==> src/rtl/cpu_pkg.sv <==
// Shared CPU definitions: datapath widths, the NOP encoding and the fetch-stage
// RUN/HALT state encoding, plus a saturating counter helper.
package cpu_pkg;

    localparam int PC_W    = 19;
    localparam int INSTR_W = 19;

    localparam logic [INSTR_W-1:0] NOP = 19'h00000;

    typedef enum logic {
        ST_RUN  = 1'b0,
        ST_HALT = 1'b1
    } if_state_e;

    function automatic logic [15:0] sat_inc16(input logic [15:0] value);
        return (value == 16'hFFFF) ? value : value + 16'd1;
    endfunction

endpackage

==> src/rtl/pc_reg.sv <==
// Program counter register with its redirect / hold / increment selection.
// The increment wraps silently at the top of the address space.
module pc_reg
    import cpu_pkg::*;
#(
    parameter int W = PC_W
) (
    input  logic         clk,
    input  logic         rst,
    input  logic         i_redirect,
    input  logic [W-1:0] i_redirect_pc,
    input  logic         i_hold,
    input  logic         i_advance,
    output logic [W-1:0] o_pc
);

    logic [W-1:0] r_pc;
    logic [W-1:0] w_pc_next;

    // A redirect beats a halt freeze: the target belongs to an older instruction.
    always_comb begin
        w_pc_next = r_pc;
        if (i_redirect) begin
            w_pc_next = i_redirect_pc;
        end else if (i_hold) begin
            w_pc_next = r_pc;
        end else if (i_advance) begin
            w_pc_next = r_pc + W'(1);
        end
    end

    always_ff @(posedge clk) begin
        if (rst) begin
            r_pc <= '0;
        end else begin
            r_pc <= w_pc_next;
        end
    end

    assign o_pc = r_pc;

endmodule

==> src/rtl/if_stage.sv <==
// Instruction fetch stage: PC, IF/ID pipeline register, RUN/HALT control and a
// saturating count of load-use stall cycles.
module if_stage #(
    parameter int PC_W    = cpu_pkg::PC_W,
    parameter int INSTR_W = cpu_pkg::INSTR_W
) (
    input  logic               clk,
    input  logic               rst,
    input  logic               PCwrite,
    input  logic               IF_IDwrite,
    input  logic               redirect,
    input  logic [PC_W-1:0]    redirect_pc,
    input  logic               halt,
    output logic [PC_W-1:0]    imem_addr,
    input  logic [INSTR_W-1:0] imem_data,
    output logic [INSTR_W-1:0] ID_instr,
    output logic [PC_W-1:0]    ID_pc,
    output logic               ID_valid,
    output logic               halted,
    output logic [15:0]        stall_count
);
    import cpu_pkg::*;

    localparam logic [INSTR_W-1:0] ID_NOP = INSTR_W'(NOP);

    if_state_e          r_state;
    logic               r_halted;
    logic [INSTR_W-1:0] r_id_instr;
    logic [PC_W-1:0]    r_id_pc;
    logic               r_id_valid;
    logic [15:0]        r_stall_count;

    logic [PC_W-1:0]    w_pc;
    logic               w_freeze;
    logic               w_stall_cycle;

    // Fetch stops both in HALT and on the very cycle decode reports the HALT.
    assign w_freeze      = (r_state == ST_HALT) || halt;
    assign w_stall_cycle = (r_state == ST_RUN) && !PCwrite && !redirect && !halt;

    pc_reg #(
        .W (PC_W)
    ) u_pc_reg (
        .clk           (clk),
        .rst           (rst),
        .i_redirect    (redirect),
        .i_redirect_pc (redirect_pc),
        .i_hold        (w_freeze),
        .i_advance     (PCwrite),
        .o_pc          (w_pc)
    );

    always_ff @(posedge clk) begin
        if (rst) begin
            r_state  <= ST_RUN;
            r_halted <= 1'b0;
        end else begin
            case (r_state)
                ST_RUN: begin
                    if (halt && !redirect) begin
                        r_state  <= ST_HALT;
                        r_halted <= 1'b1;
                    end
                end
                ST_HALT: begin
                    r_state  <= ST_HALT;
                    r_halted <= 1'b1;
                end
                default: begin
                    r_state  <= ST_RUN;
                    r_halted <= 1'b0;
                end
            endcase
        end
    end

    // A redirect squashes ID even when hazard logic asked for a hold.
    always_ff @(posedge clk) begin
        if (rst) begin
            r_id_instr <= ID_NOP;
            r_id_pc    <= '0;
            r_id_valid <= 1'b0;
        end else if (redirect || w_freeze) begin
            r_id_instr <= ID_NOP;
            r_id_valid <= 1'b0;
        end else if (IF_IDwrite) begin
            r_id_instr <= imem_data;
            r_id_pc    <= w_pc;
            r_id_valid <= 1'b1;
        end
    end

    always_ff @(posedge clk) begin
        if (rst) begin
            r_stall_count <= '0;
        end else if (w_stall_cycle) begin
            r_stall_count <= sat_inc16(r_stall_count);
        end
    end

    assign imem_addr   = w_pc;
    assign ID_instr    = r_id_instr;
    assign ID_pc       = r_id_pc;
    assign ID_valid    = r_id_valid;
    assign halted      = r_halted;
    assign stall_count = r_stall_count;

endmodule

==> config.mk <==
export PLATFORM = sky130hd
export DESIGN_NAME = if_stage
export DESIGN_NICKNAME = d
export VERILOG_FILES = /design/src/rtl/cpu_pkg.sv /design/src/rtl/pc_reg.sv /design/src/rtl/if_stage.sv
export SDC_FILE = /design/constraint.sdc
export NUM_CORES = 1
export LEC_CHECK = 0
export CORE_MARGIN = 10
export CORE_UTILIZATION = 48
export DETAILED_ROUTE_END_ITERATION = 10
export GPL_TIMING_DRIVEN = 0
export PLACE_DENSITY = 0.93
export RECOVER_POWER = 50
export SKIP_CTS_REPAIR_TIMING = 1
export SYNTH_ARGS = -nofsm -noshare
export SYNTH_HDL_FRONTEND = slang
export SYNTH_HIERARCHICAL = 1
export SYNTH_SLANG_ARGS = --single-unit
export TNS_END_PERCENT = 50
==> constraint.sdc <==
create_clock -name clk -period 2.8 [get_ports clk]
set_clock_uncertainty 0.05 [all_clocks]
set_input_delay 0.42 -clock clk [delete_from_list [all_inputs] [get_ports clk]]
set_output_delay 0.42 -clock clk [all_outputs]
set_load 0.1 [all_outputs]
==> key figures <==
Synthesis
  – Largest family of logic cells by synthesized area: simple AND/OR/NAND/NOR gates
  – Complex-gate fraction of the synthesized area: 15.0%
  – Yosys cell types: 49
  – Synth warn: 6
  – Post-synth top area share: 45.5%
  – XOR/XNOR share of the synthesized area: 2.62%
  – Top_reg_cell synth: dfxtp_1
  – Flops & latches, synth: 76
  – Adder-Cell Fraction of Synth Area: 0.749%
  – Seq/Total Area, Yosys: 45.5%
  – Synth area leaders: dfxtp_1 (46%), mux2i_1 (6.3%), nand2_1 (5.8%)
  – Synthesized Nets: 426
  – EDFF count, synth: 0
  – Multiplexer share of the synthesized area: 6.62%
  – Simple-Gate Fraction of Synth Area: 24.9%
  – Mapped Area: 0.00334 mm2
  – Mapped Cells: 380
  – Syn avg cell area: 8.80 um2
  – Fraction of synthesis flops using an asynchronous set or reset pin: 0%
  – Cell taking the most area after synthesis: dfxtp_1

Setup path
  – CP top delay family: buffers and inverters
  – CP bufs+invs: 1
  – Worst-path fanout max: 8
  – Element type at the critical path end: output port
  – Cell Chain, Critical Path: clkdlybuf4s50_1
  – Data arrival, critical path: 2090 ps
  – Critical path class: register to output port
  – Critical path's slowest cell: clkdlybuf4s50_1
  – Startpoint Class: register
  – CP required: 2330 ps
  – CP peak stage delay: 1210 ps

CTS
  – CTS root buf: clkbuf_8
  – CTS tree: yes
  – Worst skew pair latency: 350 ps
  – Clock buffer depth: 2
  – H-tree levels: 3
  – CTS Sinks: 76
  – Clock Pin Slew Worst Setup and Hold Paths: 90 ps
  – CTS buffer count: 9

Route
  – DRC: 0
  – First-pass DRT Iterations: 4
  – DR vias: 3374
  – Final ANT Viol Nets: 0
  – 1st-iter DRT viols: 233
  – Final WL: 10300 um
  – Routed len/inst: 16.9 um
  – Vias/cell: 5.53

Power
  – Pwr Density: 514 mW/mm2
  – VDD IR-drop max: 0.346 mV
  – Leakage: 1.69 nW
  – Tot Pwr: 2.47 mW

Flow run
  – Max-Cap Viols: 0

Global route
  – Global route overflow: 0
  – Largest net degree at the start of global routing: 14
  – Initial antenna violation count: 1
  – First-pass GRT wire length: 16300 um
  – Global Route Usage Sum: 19.2%
  – Vias in the first global route: 3423

Die
  – Die H: 103 um
  – DIE AREA: 0.0107 mm2
  – Top Ports: 119
  – Row cnt: 30
  – Die X: 103 um
  – Initial Util: 49.2%
  – Core area: 0.00679 mm2

STA
  – Setup violators final: 0
  – Final hold vios: 0
  – Final Cycle Share: 91.3%
  – Slew margin rel.: 31.2%
  – WHS: 406 ps
  – RSZ-0062 raised after global routing: no
  – Setup TNS: 0 ps
  – Fmax: 391 MHz
  – Minimum clock period: 2560 ps
  – Pins over their slew limit: 0
  – Worst slew pin tran: 1030 ps
  – Worst Slack Setup Final: 245 ps

Layout
  – # nets final: 554
  – Commonest non-fill, non-tap cell in the layout: clkdlybuf4s50_1
  – Commonest non-fill, non-tap cells in the layout: clkdlybuf4s50_1 (97), dfxtp_1 (76), nand2_1 (52), nor2_1 (44), a21oi_1 (35)
  – Area delta synth->final: 43.5%
  – Fraction of layout cells with a size suffix above 1: 5.46%

Placement
  – GP Congestion: 0.819
  – Port Buffer Count: 117
  – DP Wirelength: 7960 um
  – Dpl ws: 37.1 ps

Hold path
  – Min-delay worst type: register to register

Run status
  – Status: complete, no violations
-- synthesized netlist by cell type (all sizes together), types with 3 or more instances --
cell type / number
dfxtp: 76
nand2: 52
nor2: 44
a21oi: 35
mux2i: 21
clkbuf: 17
a211oi: 12
inv: 11
nand4: 10
nor3: 8
or3: 8
xnor2: 8
a311oi: 7
o21ai: 7
or4: 7
nand3: 6
o31ai: 6
and2: 5
and4: 5
buf: 4
nor4: 4
a2111oi: 3
o41ai: 3
-- sequential cells by signal, indices dropped and copies added (netlist names) --
| name | count |
|---|---|
| ID_valid | 1 |
| r_state | 1 |
| stall_count | 16 |
| ID_pc | 19 |
| u_pc_reg/o_pc | 19 |
| halted | 1 |
| ID_instr | 19 |
-- where the power goes --
part / internal, mW / total [mW] / switching, mW / leakage (nW)
Sequential: 1.11 / 1.15 / 0.0416 / 0.619
Combinational: 0.151 / 0.488 / 0.337 / 0.980
Clock: 0.412 / 0.823 / 0.411 / 0.0962
Total: 1.68 / 2.47 / 0.789 / 1.69
-- final cells by class --
cell class              instances  area, um2
flip-flops and latches         76       1520
multi-input cells             272       1650
diodes                          1       2.50
clock inverters                 6       65.1
repair buffers                117       1170
plain buffers                  21       96.3
fillers                       530       2000
clock buffers                  10        128
inverters                      11       42.5
well taps                      96        120
-- cells by family (layout without fill, tap and decap cells) --
kind of cell,count (synthesis),count (layout)
and+or+nand+nor,161,161
AOI/OAI and AO/OA,77,77
DFF,76,76
buffers and inverters,32,165
muxes,22,22
xor gates and xnor gates,10,10
adders and majority gates,2,2
other,0,1
-- per-layer routing --
layer | share of wire, % | GRT usage (%)
met3 | 12 | 8.77
met2 | 47 | 33.0
met4 | 0.87 | 6.10
met5 | 0 | 0
met1 | 40 | 20.6
-- stage by stage --
stage	util [%]	instances	cell area [um2]
4_1_cts	71.0	609	4830
5_1_grt	70.6	610	4800
3_5_place_dp	68.2	593	4630
3_3_place_gp	68.2	593	4630
2_1_floorplan	-	380	3340
6_report	70.6	610	4800
-- final timing paths --
check,depth (start not counted),endpoint,from,slack [ps]
max,1,imem_addr[4],u_pc_reg/o_pc[4],240
min,2,ID_pc[4],ID_pc[4],410
max reg2reg,5,u_pc_reg/o_pc[15],r_state,540
min reg2reg,2,ID_pc[4],ID_pc[4],410
(Power assumes the default switching activity.)
